[src/rtl/board_background_fx.sv]
`default_nettype none
// ============================================================================
// Module   : board_background_fx
// Purpose  : Board background layer (rail + felt) with frame-synchronous
//            felt flash effect triggered by game events.
// Revision : 1.0
// ============================================================================
module board_background_fx #(
    parameter int          TOP_OFFSET   = 40,
    parameter int          DOWN_OFFSET  = 440,
    parameter int          LEFT_OFFSET  = 20,
    parameter int          RIGHT_OFFSET = 620,
    parameter int          RAIL_WIDTH   = 16,
    parameter logic [7:0]  BOARD_COLOR  = 8'b00010100,
    parameter logic [7:0]  RAIL_COLOR   = 8'b01100100,
    parameter logic [7:0]  FLASH_COLOR  = 8'hFF,
    parameter int          FLASH_FRAMES = 8,
    parameter int          FLASH_PHASES = 6
) (
    input  logic               clk,
    input  logic               reset,
    input  logic signed [10:0] pixelX,
    input  logic signed [10:0] pixelY,
    input  logic               startOfFrame,
    input  logic               flashTrigger,
    output logic               drawingRequestBoard,
    output logic               drawingRequestRail,
    output logic [7:0]         RGBoutBoard,
    output logic               flashActive
);

    localparam int FRAME_W = $clog2(FLASH_FRAMES + 1);
    localparam int PHASE_W = $clog2(FLASH_PHASES + 1);

    // Bounds widened to 12 bits so negative coordinates compare as outside.
    localparam logic signed [11:0] C_BOX_L  = 12'(LEFT_OFFSET);
    localparam logic signed [11:0] C_BOX_R  = 12'(RIGHT_OFFSET);
    localparam logic signed [11:0] C_BOX_T  = 12'(TOP_OFFSET);
    localparam logic signed [11:0] C_BOX_D  = 12'(DOWN_OFFSET);
    localparam logic signed [11:0] C_FELT_L = 12'(LEFT_OFFSET + RAIL_WIDTH);
    localparam logic signed [11:0] C_FELT_R = 12'(RIGHT_OFFSET - RAIL_WIDTH);
    localparam logic signed [11:0] C_FELT_T = 12'(TOP_OFFSET + RAIL_WIDTH);
    localparam logic signed [11:0] C_FELT_D = 12'(DOWN_OFFSET - RAIL_WIDTH);

    localparam logic [FRAME_W-1:0] C_FRAMES = FRAME_W'(FLASH_FRAMES);
    localparam logic [PHASE_W-1:0] C_PHASES = PHASE_W'(FLASH_PHASES);
    localparam logic [FRAME_W-1:0] C_FRAME_ONE = FRAME_W'(1);
    localparam logic [PHASE_W-1:0] C_PHASE_ONE = PHASE_W'(1);

    typedef enum logic [1:0] {
        S_IDLE      = 2'd0,
        S_FLASH_ON  = 2'd1,
        S_FLASH_OFF = 2'd2
    } state_t;

    state_t               state_q;
    logic                 pending_q;
    logic [FRAME_W-1:0]   frame_cnt_q;
    logic [PHASE_W-1:0]   phase_cnt_q;
    logic                 flash_active_q;
    logic                 board_q;
    logic                 rail_q;
    logic [7:0]           rgb_q;
    logic [7:0]           rgb_d;

    logic signed [11:0]   w_x;
    logic signed [11:0]   w_y;
    logic                 w_in_box;
    logic                 w_in_felt;
    logic                 w_in_rail;
    logic                 w_pending;

    assign w_x = {pixelX[10], pixelX};
    assign w_y = {pixelY[10], pixelY};

    assign w_in_box  = (w_x >= C_BOX_L) && (w_x <= C_BOX_R) &&
                       (w_y >= C_BOX_T) && (w_y <= C_BOX_D);
    assign w_in_felt = (w_x >= C_FELT_L) && (w_x <= C_FELT_R) &&
                       (w_y >= C_FELT_T) && (w_y <= C_FELT_D);
    assign w_in_rail = w_in_box && !w_in_felt;

    // A trigger arriving with the frame pulse starts the sequence at that frame.
    assign w_pending = pending_q | flashTrigger;

    always_comb begin
        rgb_d = 8'h00;
        if (w_in_rail) begin
            rgb_d = RAIL_COLOR;
        end else if (w_in_felt) begin
            rgb_d = (state_q == S_FLASH_ON) ? FLASH_COLOR : BOARD_COLOR;
        end
    end

    always_ff @(posedge clk) begin
        if (reset) begin
            board_q <= 1'b0;
            rail_q  <= 1'b0;
            rgb_q   <= 8'h00;
        end else begin
            board_q <= w_in_box;
            rail_q  <= w_in_rail;
            rgb_q   <= rgb_d;
        end
    end

    // State only moves on frame start so a frame is never torn mid-scan.
    always_ff @(posedge clk) begin
        if (reset) begin
            state_q        <= S_IDLE;
            pending_q      <= 1'b0;
            frame_cnt_q    <= '0;
            phase_cnt_q    <= '0;
            flash_active_q <= 1'b0;
        end else if (startOfFrame) begin
            if (w_pending) begin
                state_q        <= S_FLASH_ON;
                frame_cnt_q    <= C_FRAMES;
                phase_cnt_q    <= C_PHASES;
                pending_q      <= 1'b0;
                flash_active_q <= 1'b1;
            end else if (state_q != S_IDLE) begin
                if (frame_cnt_q > C_FRAME_ONE) begin
                    frame_cnt_q <= frame_cnt_q - C_FRAME_ONE;
                end else if (phase_cnt_q == C_PHASE_ONE) begin
                    state_q        <= S_IDLE;
                    flash_active_q <= 1'b0;
                end else begin
                    state_q     <= (state_q == S_FLASH_ON) ? S_FLASH_OFF : S_FLASH_ON;
                    frame_cnt_q <= C_FRAMES;
                    phase_cnt_q <= phase_cnt_q - C_PHASE_ONE;
                end
            end
        end else if (flashTrigger) begin
            pending_q <= 1'b1;
        end
    end

    assign drawingRequestBoard = board_q;
    assign drawingRequestRail  = rail_q;
    assign RGBoutBoard         = rgb_q;
    assign flashActive         = flash_active_q;

endmodule
`default_nettype wire

[config.mk]
export PLATFORM = sky130hd
export DESIGN_NAME = board_background_fx
export DESIGN_NICKNAME = d
export VERILOG_FILES = /design/src/rtl/board_background_fx.sv
export SDC_FILE = /design/constraint.sdc
export NUM_CORES = 1
export LEC_CHECK = 0
export CAP_MARGIN = 20
export CORE_MARGIN = 2
export CORE_UTILIZATION = 39
export CTS_CLUSTER_SIZE = 24
export DETAILED_ROUTE_END_ITERATION = 10
export PLACE_DENSITY = 0.75
export SLEW_MARGIN = 20
export SYNTH_ARGS = -nofsm -noshare
export SYNTH_HDL_FRONTEND = slang
export SYNTH_SLANG_ARGS = --single-unit
[constraint.sdc]
create_clock -name clk -period 1.75 [get_ports clk]
set_clock_uncertainty 0.2 [all_clocks]
set_input_delay 0.4375 -clock clk [delete_from_list [all_inputs] [get_ports clk]]
set_output_delay 0.4375 -clock clk [all_outputs]
set_load 0.01 [all_outputs]
==> results.yml, run 1 <==
yosys:
  ys_seq_area_frac: 0.3409
  synth-compound-area-share: 0.2306
  synthAdderAreaFrac: 0.05013
  synthSimpleGateAreaFrac: 0.2744
  yosysUniqueCellTypes: 43
  async_reset_ff_frac: 0
  synth_flop_cell: "dfxtp_1"
  synth_top_area_frac: 0.3409
  netlist_instances: 117
  synth_xor_area_frac: 0.01754
  syn_area_um2: 998.5
  synth_edf_count: 0
  synth.most_common_cell: "dfxtp_1"
  synthTopCellsByCount: "dfxtp_1 (17), nor2_1 (12), a21oi_1 (9)"
  yosys-top-cells-area: "dfxtp_1 (34%), ha_1 (5.0%), a21oi_1 (4.5%)"
  synth_nets: 147
  synth_area_per_cell_um2: 8.534
  synth_top_family_by_area: "simple AND/OR/NAND/NOR gates"
  yosysWarnings: 0
  synthMuxAreaShare: 0.02506
  synth_top_cell_by_area: "dfxtp_1"
  ys_seq_elements: 17
timing:
  timing.slew.headroom: 0.7490
  rsz0062_at_grt: "true"
  period_needed_ps: 1784
  max_freq_ghz: 0.5605
  finalSetupViolations: 2
  tightest_slew_ps: 373.4
  final_hold_viol_count: 0
  fin_ws_ps: -34.27
  report.final.slew_viol_count: 0
  period_share: 1.020
clock_tree:
  clk_transition_reported_paths_ps: 100
  clk_latency_ps: 280
  cts_tree: "done"
  cts_root_buf: "clkbuf_4"
  cts_buffers: 3
  cts.sinks: 17
  post_cts_hold_buffer_count: 0
  cts.htree.levels: 1
  clockBufferDepth: 2
run:
  timing.max_cap.violations: 0
power:
  p_sw_w: 0.0003151
  total_power_w: 0.001007
  comb_power_share: 0.358
  p_seq_frac: 0.439
  p_leak_nw: 0.7277
  swShare: 0.3129
  p_clk_frac: 0.203
  pwr_density_cell_nw_per_um2: 594.4
  irDropWorstVdd_uv: 427.2
  internal_power_w: 0.0006919
route:
  drt-pass1-iter-count: 6
  drt_iter0_drc: 17
  vias_per_cell: 5.485
  totalWireLength_mm: 2.774
  drcViolationCount: 0
  postRouteAntennaNets: 0
  num_vias: 1119
  wl_per_cell_um: 13.60
die:
  std_cell_rows: 18
  fp.dieH_um: 54.60
  io_pins: 37
  die_area_um2: 2981
  core_area_um2: 2455
  start_util: 0.4067
  die_w_um: 54.60
layout:
  nFillCells: 218
  fin_util: 0.6901
  areaGrowthSynthToFinish_pct: 69.67
  fin_nets: 205
  finalNonFillerCells: 204
  diodes: 0
  drive_gt1_frac: 0.3621
placement:
  dp.cells: 198
  gp_congestion: 0.7337
  dpl.hpwl_mm: 1.982
  io_buffers: 36
global_route:
  grt_pass1_vias: 1093
  grt_max_degree: 14
  grt_overflow: 0
  track_usage: 0.1924
  grt_pass1_wl_mm: 4.188
  antenna_found_initial: 0
critical_path:
  reg2reg_slack_ps: -30
  end_kind: "register"
  critPathKind: "register to register"
  critPathMaxFanout: 3
  worstPathArrival_ps: 1770
  start_kind: "register"
  required_ps: 1740
status:
  status: "finished with violations"
  violations: "negative setup slack"
min_path:
  hold_path.class: "register to register"
==> cells in the final DEF (no fill, tap or decap), types with 3 or more instances in the layout <==
cell / instances
dlygate4sd2_1: 31
buf_4: 20
dfxtp_1: 15
nor2_1: 10
a21oi_1: 5
or2_4: 4
o21ai_1: 4
a21oi_2: 4
nand2b_1: 4
inv_2: 3
inv_1: 3
nor3_1: 3
and4_1: 3
ha_4: 3
clkbuf_4: 3
buf_6: 3
==> power by group through the flow <==
| stage | registers, W | clock network [W] | logic (W) |
|---|---|---|---|
| final | 0.000442 | 0.000205 | 0.000360 |
| after detailed placement | 0.000444 | 0 | 0.000306 |
| after CTS | 0.000436 | 0.000211 | 0.000324 |
| after global routing | 0.000446 | 0.000228 | 0.000391 |
| after global placement | 0.000442 | 0 | 0.000294 |
| after floorplan | 0.000445 | 0 | 0.000144 |
==> per-layer routing <==
layer  GRT usage  share of wire  up-vias
met3     0.02186          0.047        4
met5           0              0        -
met1      0.2020           0.39      529
met2      0.3710           0.54       37
li1            -              -      549
met4     0.09167          0.021        0
==> timing repair <==
item / CTS / global route
pin swaps: 26 / 8
endpoints found under the setup margin: 26 / 11
buffers inserted: 1 / 1
gates resized for setup: 62 / 22
==> through the flow <==
| step | TNS [ps] | worst slack [ps] | hold slack, ps | cell area (µm²) |
|---|---|---|---|---|
| finish | -55.90 | -34.27 | 269.3 | 1694 |
| global route | -508.6 | -117.9 | 304.8 | 1694 |
| CTS | 0 | 6.289 | 286.7 | 1618 |
| detailed placement | -7014 | -540.7 | 274.6 | 1529 |
| global placement | -6646 | -514.7 | 270.7 | 1529 |
| floorplan | -113.5 | -113.5 | 259.9 | 1012 |
==> worst max-delay path, cell delays in order (launching register included) <==
cell      delay (ps)
dfxtp_4          390
inv_2             50
ha_4             150
or2_4            250
a31oi_4          160
buf_6            110
o211ai_1         120
xor2_1           190
nor2_1            70
==> cells by family after synthesis <==
logic type                 after synthesis
xor gates and xnor gates                 2
muxes                                    2
AOI/OAI and AO/OA                       33
and+or+nand+nor                         47
buffers and inverters                   12
DFF                                     17
adders and majority gates                4
==> registers in the layout, indices dropped and copies added (netlist names) <==
name                 cells
pending_q                1
phase_cnt_q              3
state_q                  2
drawingRequestRail       1
frame_cnt_q              4
flashActive              1
RGBoutBoard              4
drawingRequestBoard      1
==> area by class of cell <==
| class | count | area, µm² | area share |
|---|---|---|---|
| clock buffer | 4 | 26.28 | 0.01551 |
| tap | 30 | 37.54 | 0.02216 |
| timing repair buffer | 59 | 495.5 | 0.2925 |
| inverter | 6 | 22.52 | 0.01329 |
| multi-input combinational | 88 | 767.0 | 0.4527 |
| sequential | 17 | 345.3 | 0.2038 |
==> path summary, 6_finish.rpt <==
| check | startpoint | endpoint | depth (start not counted) |
|---|---|---|---|
| min | flashActive | flashActive | 2 |
| max | frame_cnt_q[0] | frame_cnt_q[2] | 8 |
| min reg2reg | flashActive | flashActive | 2 |
| max reg2reg | frame_cnt_q[0] | frame_cnt_q[2] | 8 |
No activity file was read; power rests on OpenSTA's default activity.
==> run 2, diff against run 1 <==
- CORE_MARGIN: 2 -> 10
==> run 2 against run 1 <==
Critical path depth down 1. Clock power up 3%. The flow still finishes with violations (negative setup slack). Largest cell class unchanged. Utilization up 0.36 points.
==> results.yml, run 2 (same netlist as run 1, synthesis figures left out) <==
die:
  die_area_um2: 4984
  die_w_um: 70.60
  std_cell_rows: 18
  core_area_um2: 2455
  fp.dieH_um: 70.60
  io_pins: 37
  start_util: 0.4067
timing:
  max_freq_ghz: 0.5549
  period_needed_ps: 1802
  finalSetupViolations: 8
  report.final.slew_viol_count: 0
  fin_ws_ps: -52.21
  final_hold_viol_count: 0
  period_share: 1.030
  timing.slew.headroom: 0.7819
  tightest_slew_ps: 324.7
  rsz0062_at_grt: "true"
  setup_tns_ps: -199.8
route:
  drcViolationCount: 0
  drt-pass1-iter-count: 4
  num_vias: 1095
  drt_iter0_drc: 74
  wl_per_cell_um: 15.39
  postRouteAntennaNets: 0
  totalWireLength_mm: 3.155
  vias_per_cell: 5.341
layout:
  multi_input_area_um2: 768.2
  fin_nets: 206
  layout_commonest_cell: "dlygate4sd2_1"
  final_area_um2: 1703
  seqCellArea_um2: 342.8
  nFillCells: 206
  drive_gt1_frac: 0.3829
  fin_util: 0.6937
  layout_common_cells: "dlygate4sd2_1 (27), buf_4 (22), dfxtp_1 (15)"
  areaGrowthSynthToFinish_pct: 70.55
  diodes: 0
critical_path:
  reg2reg_slack_ps: -50
  required_ps: 1780
  critPathKind: "register to register"
  cpMaxStageDelayCell: "dfxtp_2"
  crit_family: "compound AO/OA/AOI/OAI gates"
  path_buf_inv: 1
  crit_start: "frame_cnt_q[0]"
  r2r-start: "frame_cnt_q[0]"
  cp_num_cells: 7
  worstSetupEndpoint: "frame_cnt_q[0]"
  reg2regPathDepth: 7
  worstReg2RegEnd: "frame_cnt_q[0]"
  critPathMaxFanout: 6
  max_stage_delay_ps: 360
  start_kind: "register"
  worstPathArrival_ps: 1830
  crit_chain: "inv_2 -> ha_4 -> or2_4 -> a21oi_4 -> a211o_1 -> nand2b_1 -> nor2_1"
  end_kind: "register"
run:
  timing.max_cap.violations: 0
placement:
  io_buffers: 36
  gp_congestion: 0.8055
  place_ws_ps: -533.1
  dpl.hpwl_mm: 2.290
  place_area_um2: 1536
power:
  p_leak_nw: 0.7486
  pwr_density_cell_nw_per_um2: 599.2
  total_power_w: 0.001020
  irDropWorstVdd_uv: 432.1
global_route:
  grt_pass1_vias: 1176
  track_usage: 0.1179
  grt_overflow: 0
  grt_max_degree: 14
  grt_pass1_wl_mm: 5.037
  antenna_found_initial: 0
clock_tree:
  clockBufferDepth: 2
  cts_buffers: 3
  clk_latency_ps: 290
  cts_root_buf: "clkbuf_4"
  cts_tree: "done"
  clk_transition_reported_paths_ps: 100
  cts.sinks: 17
  post_cts_hold_buffer_count: 0
  cts.htree.levels: 1
status:
  status: "finished with violations"
  violations: "negative setup slack"
min_path:
  hold_path.class: "register to register"
## run 2: how the worst min path moves through the flow
stage                   startpoint             end  slack (ps)  cells after the start
CTS                    flashActive     flashActive         280                      2
finish                 flashActive     flashActive         310                      2
global route           flashActive     flashActive         370                      2
detailed placement     flashActive     flashActive         270                      2
floorplan           frame_cnt_q[1]  frame_cnt_q[1]         260                      2
global placement       flashActive     flashActive         270                      2
## run 2: area by class of cell
cell class,count,area share
Clock buffer,3,0.01323
Sequential cell,17,0.2013
Tap cell,30,0.02204
Clock inverter,1,0.002939
Multi-Input combinational cell,88,0.4511
Inverter,6,0.01323
Timing Repair Buffer,60,0.2961
## run 2: worst reg2reg max path, delay by kind of cell (launching register included)
family                     cells  cell delay [ps]
and+or+nand+nor                3              480
buffers and inverters          1               50
AOI/OAI and AO/OA              2              520
adders and majority gates      1              140
DFF                            1              360
## run 2: power breakdown
| group | switching (W) | internal [W] | total, W |
|---|---|---|---|
| clock | 0.000127 | 0.0000851 | 0.000212 |
| sequential | 0.0000258 | 0.000415 | 0.000441 |
| combinational | 0.000176 | 0.000192 | 0.000368 |
## run 2: repair_timing
item                       4_1_cts  5_1_grt
buffers inserted                 1        1
resized for setup               63       19
setup endpoints to repair       26       12
pin swaps                       25       16
## run 2: metrics by stage
stage	instances	hold WS, ps
after floorplan	117	259.9
after global placement	199	268.4
after detailed placement	199	270.6
after CTS	204	281.9
after global routing	205	366.3
final	205	308.2
## run 2: layer usage
layer,up-vias,share of wire,track usage
met5,-,0,0
met4,0,0.025,0.06882
met3,9,0.059,0.03068
met2,42,0.52,0.2176
met1,495,0.40,0.1156
li1,549,-,-
